===== src/rtl/param_acc_cpu.sv =====
// Parametrised multi-cycle accumulator CPU. One req/ack memory port is shared
// by instruction fetch and data access; flags, conditional jumps and HALT.
`timescale 1ns/1ps
module param_acc_cpu #(
  parameter int DATA_W  = 8,
  parameter int ADDR_W  = 8,
  parameter int INSTR_W = 16
) (
  input  logic               i_clk,
  input  logic               i_rst,
  input  logic [ADDR_W-1:0]  i_start_addr,
  output logic               o_mem_req,
  output logic               o_mem_we,
  output logic [ADDR_W-1:0]  o_mem_addr,
  output logic [DATA_W-1:0]  o_mem_wdata,
  input  logic [INSTR_W-1:0] i_mem_rdata,
  input  logic               i_mem_ack,
  output logic [DATA_W-1:0]  o_ac,
  output logic [ADDR_W-1:0]  o_pc,
  output logic [3:0]         o_operation,
  output logic               o_pc_en,
  output logic               o_carry,
  output logic               o_zero,
  output logic               o_halted
);

  localparam int OPND_W = (DATA_W > ADDR_W) ? DATA_W : ADDR_W;

  localparam logic [3:0] OP_NOP  = 4'h0;
  localparam logic [3:0] OP_LDI  = 4'h1;
  localparam logic [3:0] OP_LDA  = 4'h2;
  localparam logic [3:0] OP_STA  = 4'h3;
  localparam logic [3:0] OP_ADD  = 4'h4;
  localparam logic [3:0] OP_SUB  = 4'h5;
  localparam logic [3:0] OP_AND  = 4'h6;
  localparam logic [3:0] OP_OR   = 4'h7;
  localparam logic [3:0] OP_XOR  = 4'h8;
  localparam logic [3:0] OP_ADDI = 4'h9;
  localparam logic [3:0] OP_JMP  = 4'hA;
  localparam logic [3:0] OP_JZ   = 4'hB;
  localparam logic [3:0] OP_JC   = 4'hC;
  localparam logic [3:0] OP_SHL  = 4'hD;
  localparam logic [3:0] OP_SHR  = 4'hE;
  localparam logic [3:0] OP_HLT  = 4'hF;

  typedef enum logic [2:0] {
    ST_INIT,
    ST_FETCH,
    ST_EXEC,
    ST_MEM,
    ST_HALT
  } state_t;

  state_t              r_state, w_state_next;
  logic [ADDR_W-1:0]   r_pc, w_pc_next;
  logic [3:0]          r_opcode, w_opcode_next;
  logic [OPND_W-1:0]   r_operand, w_operand_next;
  logic [DATA_W-1:0]   r_ac, w_ac_next;
  logic                r_carry, w_carry_next;
  logic                r_zero, w_zero_next;

  logic [DATA_W-1:0]   w_imm;
  logic [ADDR_W-1:0]   w_addr;
  logic                w_is_mem_op;
  logic [DATA_W-1:0]   w_src;
  logic [DATA_W:0]     w_sum;
  logic [DATA_W-1:0]   w_diff;
  logic                w_borrow;
  logic [DATA_W-1:0]   w_alu_ac;
  logic                w_alu_carry;
  logic                w_alu_wr;
  logic                w_alu_zero;

  assign w_imm       = r_operand[DATA_W-1:0];
  assign w_addr      = r_operand[ADDR_W-1:0];
  assign w_is_mem_op = (r_opcode >= OP_LDA) && (r_opcode <= OP_XOR);

  // Memory ops take their operand from the data bus, everything else from imm.
  assign w_src    = (r_state == ST_MEM) ? i_mem_rdata[DATA_W-1:0] : w_imm;
  assign w_sum    = {1'b0, r_ac} + {1'b0, w_src};
  assign w_diff   = r_ac - w_src;
  assign w_borrow = (r_ac < w_src);

  generate
    if (INSTR_W > 4 + OPND_W) begin : g_pad
      logic w_unused_instr_bits;
      assign w_unused_instr_bits = &{1'b0, i_mem_rdata[INSTR_W-5:OPND_W]};
    end
  endgenerate

  always_comb begin
    w_alu_ac    = r_ac;
    w_alu_carry = r_carry;
    w_alu_wr    = 1'b0;
    case (r_opcode)
      OP_LDI: begin
        w_alu_ac = w_imm;
        w_alu_wr = 1'b1;
      end
      OP_LDA: begin
        w_alu_ac = w_src;
        w_alu_wr = 1'b1;
      end
      OP_ADD, OP_ADDI: begin
        w_alu_ac    = w_sum[DATA_W-1:0];
        w_alu_carry = w_sum[DATA_W];
        w_alu_wr    = 1'b1;
      end
      OP_SUB: begin
        w_alu_ac    = w_diff;
        w_alu_carry = w_borrow;
        w_alu_wr    = 1'b1;
      end
      OP_AND: begin
        w_alu_ac = r_ac & w_src;
        w_alu_wr = 1'b1;
      end
      OP_OR: begin
        w_alu_ac = r_ac | w_src;
        w_alu_wr = 1'b1;
      end
      OP_XOR: begin
        w_alu_ac = r_ac ^ w_src;
        w_alu_wr = 1'b1;
      end
      OP_SHL: begin
        w_alu_ac    = {r_ac[DATA_W-2:0], 1'b0};
        w_alu_carry = r_ac[DATA_W-1];
        w_alu_wr    = 1'b1;
      end
      OP_SHR: begin
        w_alu_ac    = {1'b0, r_ac[DATA_W-1:1]};
        w_alu_carry = r_ac[0];
        w_alu_wr    = 1'b1;
      end
      default: ;
    endcase
  end

  assign w_alu_zero = (w_alu_ac == '0);

  always_comb begin
    w_state_next   = r_state;
    w_pc_next      = r_pc;
    w_opcode_next  = r_opcode;
    w_operand_next = r_operand;
    w_ac_next      = r_ac;
    w_carry_next   = r_carry;
    w_zero_next    = r_zero;
    o_mem_req      = 1'b0;
    o_mem_we       = 1'b0;
    o_mem_addr     = '0;
    o_mem_wdata    = '0;
    o_pc_en        = 1'b0;
    o_halted       = 1'b0;
    case (r_state)
      ST_INIT: begin
        w_pc_next    = i_start_addr;
        w_state_next = ST_FETCH;
      end
      ST_FETCH: begin
        o_mem_req  = 1'b1;
        o_mem_addr = r_pc;
        if (i_mem_ack) begin
          w_opcode_next  = i_mem_rdata[INSTR_W-1 -: 4];
          w_operand_next = i_mem_rdata[OPND_W-1:0];
          w_pc_next      = r_pc + ADDR_W'(1);
          o_pc_en        = 1'b1;
          w_state_next   = ST_EXEC;
        end
      end
      ST_EXEC: begin
        if (w_is_mem_op) begin
          w_state_next = ST_MEM;
        end else begin
          w_state_next = ST_FETCH;
          case (r_opcode)
            OP_JMP: w_pc_next = w_addr;
            OP_JZ:  if (r_zero)  w_pc_next = w_addr;
            OP_JC:  if (r_carry) w_pc_next = w_addr;
            OP_HLT: w_state_next = ST_HALT;
            default: ;
          endcase
          if (w_alu_wr) begin
            w_ac_next    = w_alu_ac;
            w_carry_next = w_alu_carry;
            w_zero_next  = w_alu_zero;
          end
        end
      end
      ST_MEM: begin
        // Address/data come straight from registers, so they hold until ack.
        o_mem_req  = 1'b1;
        o_mem_we   = (r_opcode == OP_STA);
        o_mem_addr = w_addr;
        if (r_opcode == OP_STA) o_mem_wdata = r_ac;
        if (i_mem_ack) begin
          w_state_next = ST_FETCH;
          if (w_alu_wr) begin
            w_ac_next    = w_alu_ac;
            w_carry_next = w_alu_carry;
            w_zero_next  = w_alu_zero;
          end
        end
      end
      ST_HALT: o_halted = 1'b1;
      default: w_state_next = ST_INIT;
    endcase
  end

  always_ff @(posedge i_clk or posedge i_rst) begin
    if (i_rst) begin
      r_state   <= ST_INIT;
      r_pc      <= '0;
      r_opcode  <= OP_NOP;
      r_operand <= '0;
      r_ac      <= '0;
      r_carry   <= 1'b0;
      r_zero    <= 1'b0;
    end else begin
      r_state   <= w_state_next;
      r_pc      <= w_pc_next;
      r_opcode  <= w_opcode_next;
      r_operand <= w_operand_next;
      r_ac      <= w_ac_next;
      r_carry   <= w_carry_next;
      r_zero    <= w_zero_next;
    end
  end

  assign o_ac        = r_ac;
  assign o_pc        = r_pc;
  assign o_operation = r_opcode;
  assign o_carry     = r_carry;
  assign o_zero      = r_zero;

endmodule


===== config.mk =====
export PLATFORM = sky130hd
export DESIGN_NAME = param_acc_cpu
export DESIGN_NICKNAME = d
export VERILOG_FILES = /design/src/rtl/param_acc_cpu.sv
export SDC_FILE = /design/constraint.sdc
export NUM_CORES = 1
export LEC_CHECK = 0
export ABC_AREA = 1
export BUFFER_PORTS_ARGS = -buffer_cell sky130_fd_sc_hd__buf_2
export CAP_MARGIN = 10
export CORE_MARGIN = 4
export CORE_UTILIZATION = 53
export DETAILED_ROUTE_END_ITERATION = 10
export GPL_TIMING_DRIVEN = 0
export PLACE_DENSITY = 0.77
export SYNTH_ARGS = -nofsm -noshare
export SYNTH_HDL_FRONTEND = slang
export SYNTH_SLANG_ARGS = --single-unit

===== constraint.sdc =====
create_clock -name i_clk -period 3.5 [get_ports i_clk]
set_input_delay 0.525 -clock i_clk [delete_from_list [all_inputs] [get_ports i_clk]]
set_output_delay 0.525 -clock i_clk [all_outputs]
set_load 0.02 [all_outputs]

Word-level counts from Yosys, hierarchy flattened
Cells that the tools add are included.

Register bits: 33. Output and inout port bits: 42. Word-level logic and storage cells: 89.

Add/subtract/negate cells: 3. Order comparisons: 3. Equal/unequal tests: 25. Multiplexer cells: 35. Bitwise operators: 4. Reductions and logical operators: 12.

Operator list (count): 2-to-1 mux 8 bit (10); case mux 8 bit (9 select lines) (1); case mux 8 bit (3 select lines) (2); equality test 4 bit (second input constant) (8); case mux 8 bit (2 select lines) (2); equality test 4 x 3 -> 1 bit (second input constant) (4); case mux 3 bit (5 select lines) (1); 2-to-1 mux 1 bit (12); 2-to-1 mux 3 bit (4); OR reduction 10 bit (1); adder 8 x 8 -> 9 bit (1); adder 8 x 1 -> 8 bit (second input constant) (1); bitwise AND 8 bit (1); equality test 4 x 2 -> 1 bit (second input constant) (2); logical NOT 8 bit (1); less-than comparator 8 bit (1); OR 8 bit (1); subtractor 8 bit (1); bitwise XOR 8 bit (1); equality test 3 x 2 -> 1 bit (second input constant) (2); inequality test 2 bit (second input constant) (3); inequality test 3 bit (second input constant) (2); AND reduction 3 bit (2); AND reduction 6 bit (1); other kinds (15) (17).

Logic depth before layout (Yosys ltp)
Gate-level depths: netlist of run 1.

Depth after elaboration: 8. Gate-level depth with buffers: 21. Gate-level depth less buffers: 20.

Least setup slack after synthesis of run 1
No wires, ideal clock.

Kind: reg-to-reg. From: register r_state[2]. To: register r_zero (netlist: o_zero). Setup time: 0.065 ns. Arrival: 2.422 ns. Required time: 3.435 ns. Setup slack: 1.013 ns. Cell stages (with the launch flop): 19. Path buffers: 1. Period minus slack after synthesis: 2.487 ns. Cell sequence: dfrtp_1 > inv_2 > nand3_2 > buf_6 > nand2_1 > o21ai_2 > inv_2 > ha_1 > fa_1 > or2_2 > nand3_1 > nand2_1 > nor2_1 > nand2_1 > nor2_1 > nand2_1 > nor2_1 > nand2_1 > nand2_1.

Word-level cells in the longest chain between the ends: 8.

RTL lines: start, declared (RTL line 54) `state_t r_state, w_state_next;`; start signal, assigned (RTL line 221) `r_state <= w_state_next;`; equality test 3 x 2 -> 1 bit (RTL line 79, 156); 2-to-1 mux 8 bit (RTL line 79) `assign w_src = (r_state == ST_MEM) ? i_mem_rdata[DATA_W-1:0] : w_imm;`; subtractor 8 bit (tied with other cells) (RTL line 81) `assign w_diff = r_ac - w_src;`; case mux 8 bit (9 select lines) (RTL line 95) `case (r_opcode)`; logical NOT 8 bit (RTL line 140) `assign w_alu_zero = (w_alu_ac == '0);`; 2-to-1 mux 1 bit (RTL line 184, 199); 2-to-1 mux 1 bit, on equally long branches (RTL line 197, 173); case mux 1 bit (2 select lines) (RTL line 156) `case (r_state)`; end signal, assigned (RTL line 227) `r_zero <= w_zero_next;`; end, declared (RTL line 60) `logic r_zero, w_zero_next;`.

Several ways; a longest one is shown, not always the timed one. The select of a mux whose other input is x is not followed. A chain may end at the register's enable or synchronous reset.

Final worst setup path of run 1
Ends and elaborated chain as after synthesis.

==> results.toml, run 1 <==
[setup_path]
critPathArrivalTime_ns = 3.32
worstSetupStartpointType = "register"
end_kind = "register"
worstPathRequired_ns = 3.74
path_class = "register to register"
cp_max_fo = 10

[clocking]
post_cts_buffers = 0
cts.sinks = 33
hold_buffers = 0
cts-root-buf = "clkbuf_8"
cts_resized = 0
cts_max_level = 2
clk_latency_ns = 0.29
clk_pin_slew_worst_paths_ns = 0.08
cts_buffers = 5
cts_tree = "built"
clockBufferDepth = 2

[sta]
worst_pin_slew_ns = 0.642
post-route-period-util_pct = 88.1
finalSetupViolCount = 0
fmax_mhz = 324
maxSlewHeadroom_pct = 57.0
rsz0062_at_grt = "false"
finalSetupTns_ns = 0
finClkSkew_ns = 0.00939
fin_crit_ns = 3.08
finalHoldViolations = 0
drv_slew = 0

[synthesis]
synthArstFlopShare_pct = 100
yosys_most_used_dff = "dfrtp_1"
syn_area_per_cell_um2 = 6.03
synth_nets = 638
syn_area_mm2 = 0.00352
yosys.area_share.adder_pct = 10.4
synth_xor_area_share_pct = 0
synthMuxAreaShare_pct = 0
yosysSeqAreaShare_pct = 23.5
synth_top_family_by_area = "simple AND/OR/NAND/NOR gates"
ys_types = 34
ys_seq_elements = 33
synthCells = 583
synth_simple_gate_area_share_pct = 40.0
ys_warn_count = 0
synth_compound_area_share_pct = 14.8
synth_edf_count = 0

[placed_design]
io_buffers = 64
dpl.hpwl_um = 9400
gp_congestion = 0.981

[grt]
grt_pass1_wl_um = 19200
grt_max_degree = 25
grt_usage_pct = 31.3
grt_pass1_vias = 3880
antenna_found_initial = 0
gr-total-overflow = 0

[routing]
wl_per_cell_um = 16.1
vias = 4120
via_per_inst = 5.62
wl_um = 11800
drtIter0Drc = 362
drcViolationCount = 0
firstDrtPassIters = 6
antenna_left = 0

[final_layout]
area_growth_pct = 14.9
nNetsFinal = 710
finish.utilization_pct = 63.3
layout-drive-gt1-share_pct = 16.8
antenna_cells = 0

[status]
status = "completed"

[floorplanning]
dieWidth_um = 89.5
ioPinCount = 69
dieArea_mm2 = 0.00801
core_area_mm2 = 0.00639
start_util_pct = 55.1
die_y_um = 89.5
rows = 29

[min_path]
min_path_type = "input port to async pin"

[flow_run]
drv_cap = 0
metrics by stage:
step / hold WS (ns) / instances / area (µm²) / setup WS, ns
after floorplan: 0.529 / 583 / 3520 / 1.01
after global placement: 0.510 / 724 / 3940 / 0.540
after detailed placement: 0.506 / 725 / 3960 / 0.473
after CTS: 0.259 / 733 / 4040 / 0.450
after global routing: 0.289 / 733 / 4040 / 0.261
final: 0.236 / 733 / 4040 / 0.416
worst paths after layout:
check,to,depth (start not counted),slack (ns),from
max,o_zero,18,0.42,r_state[2]
max in group asynchronous,o_pc[5],3,2.76,i_rst
min in group i_clk,o_operation[2],3,0.43,i_mem_rdata[14]
max reg2reg,o_zero,18,0.42,r_state[2]
min,o_operation[2],2,0.24,i_rst
min reg2reg,o_pc[4],2,0.54,o_pc[4]
layer usage:
metal / part of all wire, % / up-vias / routed length, µm / global-route usage [%]
met4: 3.8 / 0 / 449 / 12.9
met1: 41 / 1881 / 4890 / 39.2
li1: - / 2022 / - / -
met3: 6.8 / 29 / 808 / 3.59
met5: 0 / - / 0 / 0
met2: 48 / 188 / 5680 / 54.5
layout make-up:
type / instances / area, µm²
Fill cell: 639 / 2340
Multi-Input combinational cell: 451 / 2290
Sequential cell: 33 / 826
Timing Repair Buffer: 65 / 340
Inverter: 88 / 335
Tap cell: 77 / 96.3
Clock buffer: 5 / 68.8
Buffer: 11 / 65.1
Clock inverter: 3 / 17.5
cells in the mapped netlist, drive strengths merged (2+ instances only):
| master | count | area, µm² |
|---|---|---|
| o211ai | 4 | 30.0 |
| o21ai | 57 | 300 |
| nand3b | 2 | 15.0 |
| or2 | 3 | 18.8 |
| nand4 | 7 | 43.8 |
| nand2 | 183 | 697 |
| o22ai | 8 | 50.1 |
| ha | 26 | 325 |
| nor3 | 3 | 26.3 |
| nand3 | 69 | 355 |
| buf | 8 | 52.6 |
| dfrtp | 33 | 826 |
| fa | 2 | 40.0 |
| a21oi | 19 | 95.1 |
| nor2 | 61 | 239 |
| clkbuf | 3 | 12.5 |
| inv | 87 | 327 |
cell usage in the layout, fill, tap and decap left out, types with 3 or more instances in the layout:
cell type,count
nand2_1,179
inv_1,79
buf_2,70
nand3_1,67
nor2_1,57
o21ai_0,43
dfrtp_1,33
ha_1,26
a21oi_1,19
o21ai_1,10
inv_2,8
o22ai_1,8
nand4_1,7
clkbuf_8,5
nor2_2,4
nand2_2,4
o211ai_1,4
o21ai_2,4
or2_2,3
worst max-delay path, stage by stage (launching register included):
cell	delay [ns]
dfrtp_1	0.51
inv_2	0.11
nand3_2	0.15
buf_6	0.17
nand2_1	0.07
o21ai_2	0.09
inv_2	0.07
ha_1	0.28
fa_1	0.44
or2_2	0.29
nand3_1	0.10
nand2_1	0.06
nor2_1	0.10
nand2_1	0.12
nor2_1	0.13
nand2_1	0.06
nor2_1	0.14
nand2_1	0.08
nand2_1	0.06
state kept, by name, summed over array words and instances, names as in the netlist:
register     flops
o_ac             8
o_carry          1
o_operation      4
o_pc             8
o_zero           1
r_operand        8
r_state          3
cells by family after synthesis:
kind of cell    count (synthesis)
simple gates                  330
flops                          33
compound gates                 93
buf+inv                        99
fa+ha+maj                      28
Power of run 1 is left out: the tool's default activity adds up to more than one toggle a clock period on the data nets, which glitch-free logic cannot reach.
==> run 2, diff against run 1 <==
--- a/config.mk
+++ b/config.mk
@@ -5,7 +5,6 @@
 export SDC_FILE = /design/constraint.sdc
 export NUM_CORES = 1
 export LEC_CHECK = 0
-export ABC_AREA = 1
 export BUFFER_PORTS_ARGS = -buffer_cell sky130_fd_sc_hd__buf_2
 export CAP_MARGIN = 10
 export CORE_MARGIN = 4
==> results.toml, run 2 <==
[floorplanning]
dieArea_mm2 = 0.00789
start_util_pct = 54.5
core_area_mm2 = 0.00635
rows = 29
die_y_um = 88.8
ioPinCount = 69
dieWidth_um = 88.8

[setup_path]
r2r_cells = 13
slowest_delay_ns = 0.41
crit_path_cell_trace = "clkbuf_4 -> nand3b_4 -> mux2i_4 -> inv_1 -> ha_1 -> fa_1 -> a21o_2 -> a21o_1 -> a221oi_1 -> a21oi_1 -> nor3_2 -> a21oi_1 -> o41ai_2"
critPathSlowestCell = "fa_1"
critPathArrivalTime_ns = 3.54
worstPathRequired_ns = 3.69
rr_endpoint = "o_zero"
cp-startpoint = "r_state[2]"
rrSetupSlack_ns = 0.15
cp_max_fo = 9
worstSetupEndpoint = "o_zero"
end_kind = "register"
path_common_cell = "a21oi_1"
rr_startpoint = "r_state[2]"
path_class = "register to register"
worstSetupStartpointType = "register"

[synthesis]
synth_top_area_share_pct = 23.9
synth_common_cells = "nand2_1, o21ai_0, dfrtp_1, inv_1, nor2_1"
ys_types = 70
synth.area.top_cells = "dfrtp_1, ha_1, o21ai_0"
syn_area_per_cell_um2 = 8.12
syn_area_mm2 = 0.00346
synthArstFlopShare_pct = 100
yosys_most_used_dff = "dfrtp_1"
synth_nets = 481
ys_warn_count = 0
yosysMostFrequentCell = "nand2_1"
synthCells = 426
synth_edf_count = 0
synth.largest_area_cell = "dfrtp_1"
yosysSeqAreaShare_pct = 23.9
ys_seq_elements = 33

[final_layout]
mostFrequentLayoutCell = "buf_2"
final_area_mm2 = 0.00410
nNetsFinal = 555
antenna_cells = 0
final_cell_mix = "buf_2, nand2_1, o21ai_0"
layout-drive-gt1-share_pct = 25.4
area_growth_pct = 18.5
fillCellCount = 560

[routing]
antenna_left = 0
wl_um = 11400
via_per_inst = 6.39
wl_per_cell_um = 19.8
drtIter0Drc = 387
firstDrtPassIters = 9
drcViolationCount = 0
vias = 3686

[placed_design]
io_buffers = 64
gp_congestion = 1.01
dpl.hpwl_um = 8500
placed_cell_area_mm2 = 0.00391

[clocking]
cts-root-buf = "clkbuf_8"
cts.sinks = 33
cts_tree = "built"
hold_buffers = 0
cts_max_level = 2
clockBufferDepth = 2
clk_latency_ns = 0.30
cts_buffers = 5
clk_pin_slew_worst_paths_ns = 0.09

[sta]
finClkSkew_ns = 0.0164
worst_pin_slew_ns = 1.03
finalSetupViolCount = 0
fmax_mhz = 298
post-route-period-util_pct = 95.8
rsz0062_at_grt = "true"
drv_slew = 0
fin_crit_ns = 3.35
finalHoldViolations = 0
maxSlewHeadroom_pct = 31.2

[grt]
gr-total-overflow = 0
grt_usage_pct = 30.1
grt_pass1_vias = 3602
antenna_found_initial = 0
grt_max_degree = 21
grt_pass1_wl_um = 18300

[flow_run]
drv_cap = 0

[status]
status = "completed"

[min_path]
min_path_type = "input port to async pin"
==> run 2: logic make-up (layout without fill, tap and decap cells) <==
kind of cell | after synthesis | in the layout | synth area share [%]
buf+inv | 56 | 130 | 6.80
xor+xnor | 6 | 6 | 1.52
mux | 26 | 26 | 7.81
compound gates | 148 | 148 | 30.4
flops | 33 | 33 | 23.9
fa+ha+maj | 28 | 28 | 10.6
simple gates | 129 | 129 | 19.0
==> run 2: worst min path at each step <==
stage / endpoint / slack (ns) / cells after the start
4_1_cts: o_ac[3] / 0.35 / 2
5_1_grt: o_ac[1] / 0.38 / 2
3_5_place_dp: o_pc[7] / 0.56 / 1
3_3_place_gp: o_zero / 0.55 / 2
6_report: o_ac[1] / 0.32 / 2
2_1_floorplan: r_state[1] / 0.54 / 2
==> run 2: final cells by class <==
class / count / area (µm²) / share of cell area (%)
buffer: 23 / 113 / 2.74
sequential: 33 / 826 / 20.1
inverter: 31 / 116 / 2.84
clock inverter: 1 / 7.51 / 0.183
multi-input combinational: 337 / 2480 / 60.5
timing repair buffer: 69 / 378 / 9.21
tap: 77 / 96.3 / 2.35
clock buffer: 6 / 82.6 / 2.01
==> run 2: stage by stage <==
step | worst slack, ns | util [%] | hold WS, ns | setup TNS [ns] | std cells
detailed placement | -0.223 | 61.6 | 0.562 | -0.321 | 568
floorplan | 0.342 | - | 0.538 | 0 | 426
CTS | 0.0534 | 63.5 | 0.353 | 0 | 578
finish | 0.148 | 64.6 | 0.324 | 0 | 577
global placement | -0.168 | 61.1 | 0.551 | -0.168 | 567
global route | -0.0272 | 64.6 | 0.382 | -0.0482 | 577
==> run 2: metal layers <==
metal / part of all wire [%] / global-route usage (%)
met1: 41 / 38.9
met2: 45 / 48.6
met3: 10 / 5.96
met4: 4.0 / 13.3
met5: 0 / 0
==> run 2: worst max-delay path: cells and delay by family, from the launching register on <==
family                   cells  cell delay (ns)
flip-flops                   1             0.36
AND/OR/NAND/NOR              2             0.48
adder cells (fa/ha/maj)      2             0.65
multiplexers                 1             0.23
buffers and inverters        2             0.25
AO/OA/AOI/OAI                6             1.27
==> run 2: repair_timing <==
action	in CTS	in global routing
gates resized for setup	2	15
setup buffers	4	0
cloned	0	0
setup endpoints to repair	2	2
Power of run 2 is left out for the same reason.
